**config.mk**
```make
export PLATFORM = sky130hd
export DESIGN_NAME = pipe_stall_regs
export DESIGN_NICKNAME = d
export VERILOG_FILES = /design/src/rtl/mips_defs_pkg.sv /design/src/rtl/pipe_stall_regs_stage_reg.sv /design/src/rtl/pipe_stall_regs.sv
export SDC_FILE = /design/constraint.sdc
export NUM_CORES = 1
export LEC_CHECK = 0
export CAP_MARGIN = 20
export CORE_MARGIN = 5
export CORE_UTILIZATION = 25
export DETAILED_ROUTE_END_ITERATION = 8
export PLACE_DENSITY = 0.62
export SYNTH_ARGS = -nofsm -noshare
export SYNTH_HDL_FRONTEND = slang
export SYNTH_HIERARCHICAL = 1
export SYNTH_SLANG_ARGS = --single-unit
export TNS_END_PERCENT = 20
```
**constraint.sdc**
```tcl
create_clock -name clk -period 1.5 [get_ports clk]
set_clock_uncertainty 0.1 [all_clocks]
set_input_delay 0.3 -clock clk [delete_from_list [all_inputs] [get_ports clk]]
set_output_delay 0.3 -clock clk [all_outputs]
set_load 0.03 [all_outputs]
```
**src/rtl/mips_defs_pkg.sv**
```systemverilog
// Shared MIPS encodings, the reset PC and the load-use hazard detector used
// around the pipeline stall registers.
package mips_defs;

    localparam logic [31:0] RESET_PC_DEF = 32'h0000_3000;
    localparam logic [31:0] NOP          = 32'h0000_0000;

    localparam logic [5:0] OP_SPECIAL = 6'h00;
    localparam logic [5:0] OP_BEQ     = 6'h04;
    localparam logic [5:0] OP_BNE     = 6'h05;
    localparam logic [5:0] OP_LW      = 6'h23;
    localparam logic [5:0] OP_SW      = 6'h2b;
    localparam logic [5:0] FN_SLL     = 6'h00;
    localparam logic [5:0] FN_ADDU    = 6'h21;
    localparam logic [5:0] FN_SUBU    = 6'h23;

    // A bubble decodes as OP_SPECIAL with rt=$0, so it never matches a producer.
    function automatic logic load_use_stall(input logic [31:0] ir_d, input logic [31:0] ir_e);
        logic [4:0] rt_e;
        logic       reads_rt;
        logic       hit;
        rt_e = ir_e[20:16];
        case (ir_d[31:26])
            OP_SPECIAL: reads_rt = 1'b1;
            OP_BEQ:     reads_rt = 1'b1;
            OP_BNE:     reads_rt = 1'b1;
            OP_SW:      reads_rt = 1'b1;
            default:    reads_rt = 1'b0;
        endcase
        if ((ir_e[31:26] == OP_LW) && (rt_e != 5'd0)) begin
            hit = (ir_d[25:21] == rt_e) || (reads_rt && (ir_d[20:16] == rt_e));
        end else begin
            hit = 1'b0;
        end
        return hit;
    endfunction

endpackage

```
**src/rtl/pipe_stall_regs_stage_reg.sv**
```systemverilog
// One pipeline latch: instruction plus its PC. clr turns the instruction into a
// bubble while the PC still follows its input.
module stage_reg
    import mips_defs::*;
(
    input  logic        clk,
    input  logic        reset_n,
    input  logic        en,
    input  logic        clr,
    input  logic [31:0] ir_next,
    input  logic [31:0] pc_next,
    output logic [31:0] ir,
    output logic [31:0] pc
);

    logic [31:0] ir_r;
    logic [31:0] pc_r;

    // Stage latch: reset, bubble insert, load, or hold.
    always_ff @(posedge clk) begin
        if (!reset_n) begin
            ir_r <= 32'h0000_0000;
            pc_r <= 32'h0000_0000;
        end else if (clr) begin
            ir_r <= NOP;
            pc_r <= pc_next;
        end else if (en) begin
            ir_r <= ir_next;
            pc_r <= pc_next;
        end else begin
            ir_r <= ir_r;
            pc_r <= pc_r;
        end
    end

    assign ir = ir_r;
    assign pc = pc_r;

endmodule

```
**src/rtl/pipe_stall_regs.sv**
```systemverilog
// Five-stage fetch/pipeline registers with load-use stall, bubble insertion,
// saturating stall statistics and a sticky deadlock diagnostic.
module pipe_stall_regs
    import mips_defs::*;
#(
    parameter logic [31:0] RESET_PC  = RESET_PC_DEF,
    parameter int          MAX_STALL = 2,
    parameter int          CNT_W     = 16
) (
    input  logic             clk,
    input  logic             reset_n,
    input  logic             stop,
    input  logic [31:0]      NPC,
    input  logic [31:0]      IR_F,
    output logic [31:0]      PC,
    output logic [31:0]      IR_D,
    output logic [31:0]      IR_E,
    output logic [31:0]      IR_M,
    output logic [31:0]      IR_W,
    output logic [31:0]      PC_D,
    output logic [31:0]      PC_E,
    output logic [31:0]      PC_M,
    output logic [31:0]      PC_W,
    output logic [CNT_W-1:0] stall_cnt,
    output logic             deadlock
);

    localparam int RUN_W = $clog2(MAX_STALL + 2);

    logic [31:0]      pc_r;
    logic [CNT_W-1:0] stall_cnt_r;
    logic [RUN_W-1:0] run_r;
    logic             deadlock_r;
    logic             advance_s;

    assign advance_s = ~stop;

    // Fetch address: holds while D is stalled.
    always_ff @(posedge clk) begin
        if (!reset_n) begin
            pc_r <= RESET_PC;
        end else if (advance_s) begin
            pc_r <= NPC;
        end else begin
            pc_r <= pc_r;
        end
    end

    stage_reg u_d (
        .clk(clk), .reset_n(reset_n), .en(advance_s), .clr(1'b0),
        .ir_next(IR_F), .pc_next(pc_r), .ir(IR_D), .pc(PC_D)
    );

    stage_reg u_e (
        .clk(clk), .reset_n(reset_n), .en(1'b1), .clr(stop),
        .ir_next(IR_D), .pc_next(PC_D), .ir(IR_E), .pc(PC_E)
    );

    stage_reg u_m (
        .clk(clk), .reset_n(reset_n), .en(1'b1), .clr(1'b0),
        .ir_next(IR_E), .pc_next(PC_E), .ir(IR_M), .pc(PC_M)
    );

    stage_reg u_w (
        .clk(clk), .reset_n(reset_n), .en(1'b1), .clr(1'b0),
        .ir_next(IR_M), .pc_next(PC_M), .ir(IR_W), .pc(PC_W)
    );

    // Total stall cycles, pinned at all-ones once reached.
    always_ff @(posedge clk) begin
        if (!reset_n) begin
            stall_cnt_r <= {CNT_W{1'b0}};
        end else if (stop && (stall_cnt_r != {CNT_W{1'b1}})) begin
            stall_cnt_r <= stall_cnt_r + {{(CNT_W-1){1'b0}}, 1'b1};
        end else begin
            stall_cnt_r <= stall_cnt_r;
        end
    end

    // Consecutive-stall run length; deadlock latches when it passes MAX_STALL.
    always_ff @(posedge clk) begin
        if (!reset_n) begin
            run_r      <= {RUN_W{1'b0}};
            deadlock_r <= 1'b0;
        end else if (stop) begin
            if (run_r == RUN_W'(MAX_STALL)) begin
                run_r      <= run_r;
                deadlock_r <= 1'b1;
            end else begin
                run_r      <= run_r + {{(RUN_W-1){1'b0}}, 1'b1};
                deadlock_r <= deadlock_r;
            end
        end else begin
            run_r      <= {RUN_W{1'b0}};
            deadlock_r <= deadlock_r;
        end
    end

    assign PC        = pc_r;
    assign stall_cnt = stall_cnt_r;
    assign deadlock  = deadlock_r;

endmodule

```
==> impl_metrics.yaml <==
outcome:
  status: "complete, but fails checks"
  violations: "negative setup slack"
min_path:
  hold_class: "in -> reg"
synthesis:
  syn_inst: 1221
  yosysTopAreaCell: "dfxtp_1"
  synth_top_area_frac: 0.522
  synth_cell_types: 38
  synth.cell_area_sq_um: 11800
  synth_seq_cells: 307
  ys_top_cells_by_area: "dfxtp_1, mux2i_1, o211ai_1"
  synth_seq_area_share: 0.522
  avgSynthCellArea_sq_um: 9.63
  ys.warnings.count: 6
worst_setup_path:
  slowest_stage: "or4_1"
  cp_max_fo: 6
  crit_family: "simple AND/OR/NAND/NOR gates"
  cp.arrival_ns: 1.94
  path_cells: "buf_6 > and4_1 > nand3_1 > or4_1 > a21oi_1"
  crit_type: "reg -> reg"
  cpPeakStageDelay_ns: 0.41
  worst_setup_path_end_kind: "register"
  cp_num_buf_inv: 1
  cp-start-kind: "register"
  cp.required_ns: 1.85
route:
  drt_iter0_markers: 670
  drc: 0
  num_vias: 10700
  drt.antenna.violating_nets: 0
  routedWlPerCell_um: 18.1
  first_pass_iters: 5
  wirelength_um: 42000
  vias_per_cell: 4.60
pwr:
  power_density_nw_per_um2: 1010
  sw_frac_of_total: 0.251
  p_int_mw: 14.6
  pwr-share-seq: 0.436
  vdd_drop_max_mv: 1.01
  switchingPower_mw: 4.90
  finalPower_mw: 19.5
  clockPowerShare: 0.457
  leakagePower_nw: 7.89
  p_comb_frac: 0.107
floorplanning:
  die_y_um: 227
  io_pins: 372
  die_area_sq_um: 51500
  num_rows: 79
  initial_core_util: 0.253
  core_sq_um: 46600
  die_w_um: 227
clock_tree:
  clock_latency_ns: 0.54
  cts_root_buffer: "clkbuf_16"
  clock_sinks: 307
  cts.clk_slew.worst_paths_ns: 0.06
  cts_buffers: 37
  cts_hold_buffers: 0
  cts_tree: "done"
  cts_max_path_buffers: 3
  cts-htree-levels: 2
cells_and_area:
  multi_input_area_sq_um: 5090
  final_common_cell: "buf_4"
  final_cell_area_sq_um: 19300
  final_cell_mix: "buf_4, buf_6, mux2i_1"
  fillCellCount: 4468
  diodes: 0
  nets: 1753
  regArea_sq_um: 6470
  final_util: 0.414
  stdcell_count: 2319
  syn_to_final_growth_pct: 63.7
  drive_above_1_share: 0.429
place:
  dp_hpwl_um: 29900
  placed_cells: 2243
  port_buffers: 371
  postPlaceCellArea_sq_um: 17500
  gp_congestion: 0.799
  pre_cts_slack_ns: -0.103
sta:
  hold-worst-slack_ns: 0.0981
  fmax_ghz: 0.632
  period_share: 1.06
  setup_ws_ns: -0.0834
  period_needed_ns: 1.58
  slew_viol_final: 0
  tns_ns: -0.680
  finalHoldViolations: 0
  grt_setup_unrepaired: "true"
  setup_viol: 19
global_routing:
  grt_pass1_wl_um: 62700
  grt_pass1_vias: 10300
  track_usage: 0.154
  grt_max_degree: 65
  overflow: 0
  antenna_found_initial: 1
flow_run:
  max_cap_violations: 0
## worst paths after layout
| path | cells past startpoint | startpoint | endpoint | slack (ns) |
|---|---|---|---|---|
| setup / recovery | 5 | stall_cnt[2]$_SDFFE_PN0P_ | stall_cnt[13]$_SDFFE_PN0P_ | -0.08 |
| hold / removal | 3 | reset_n | u_d/pc[22]$_SDFFE_PN0P_ | 0.1 |
| setup reg to reg | 5 | stall_cnt[2]$_SDFFE_PN0P_ | stall_cnt[13]$_SDFFE_PN0P_ | -0.08 |
| hold reg to reg | 2 | u_d/pc[23]$_SDFFE_PN0P_ | u_d/pc[23]$_SDFFE_PN0P_ | 0.37 |
## kinds of logic (layout without fill, tap and decap cells)
logic type / after synthesis / after routing / synth area share
mux: 168 / 168 / 0.143
fa+ha+maj: 2 / 2 / 0.00213
simple gates: 356 / 356 / 0.125
compound gates: 276 / 276 / 0.146
other cells: 2 / 9 / 0.000638
flops: 307 / 307 / 0.522
xor+xnor: 1 / 1 / 0.000745
buf+inv: 109 / 593 / 0.0599
## layout make-up
| type | count | share of cell area |
|---|---|---|
| Multi-Input combinational cell | 812 | 0.264 |
| Clock inverter | 10 | 0.00448 |
| Tap cell | 607 | 0.0394 |
| Timing Repair Buffer | 523 | 0.296 |
| Sequential cell | 307 | 0.336 |
| Inverter | 3 | 0.000650 |
| Clock buffer | 57 | 0.0589 |
## cells in the mapped netlist (all sizes together)
library cell and number:
dfxtp 307, a211oi 1, nand3 7, nor4 1, buf 103, nor2 165
nor3 7, or3 3, nand2 147, and3 2, and4b 2, o31ai 3
or2 5, a21oi 10, mux2i 168, nor4bb 1, and4 1, nand4 2
a31oi 3, clkbuf 3, xor2 1, o21ai 131, nand2b 10, or4 2
ha 2, inv 3, conb 2, o211ai 128, and2 1
## metal layers
layer / share of wire / up-vias / global-route usage / wire length, um
met5: 0.00048 / - / 0 / 20
met4: 0.032 / 2 / 0.0495 / 1330
met3: 0.079 / 84 / 0.0539 / 3310
met2: 0.47 / 340 / 0.243 / 19800
met1: 0.42 / 5060 / 0.198 / 17600
li1: - / 5187 / - / -
## power by group through the flow
stage	Clock [mW]	Combinational, mW	Sequential, mW
6_report	8.92	2.08	8.51
5_1_grt	9.55	2.22	8.53
4_1_cts	9.22	1.95	8.50
3_5_place_dp	0	1.99	8.67
3_3_place_gp	0	1.97	8.67
2_1_floorplan	0	0.789	8.95
## flip-flops by register name, indices dropped and copies added (netlist names)
name and flops:
PC 32, deadlock 1, run_r 2, stall_cnt 16
u_d/ir 32, u_d/pc 32, u_e/ir 32, u_e/pc 32
u_m/ir 32, u_m/pc 32, u_w/ir 32, u_w/pc 32
## worst register-to-register path: cells and delay by family, from the launching register on
family                 cells  cell delay [ns]
AOI/OAI and AO/OA          1             0.16
buffers and inverters      1             0.13
and+or+nand+nor            3             0.75
DFF                        1             0.36
## what timing repair did
item,CTS,global route
pin swaps,1,5
gates resized for setup,1210,474
buffers inserted,0,10
endpoints found under the setup margin,315,264
Note: power is estimated with default switching activity, not from simulation.
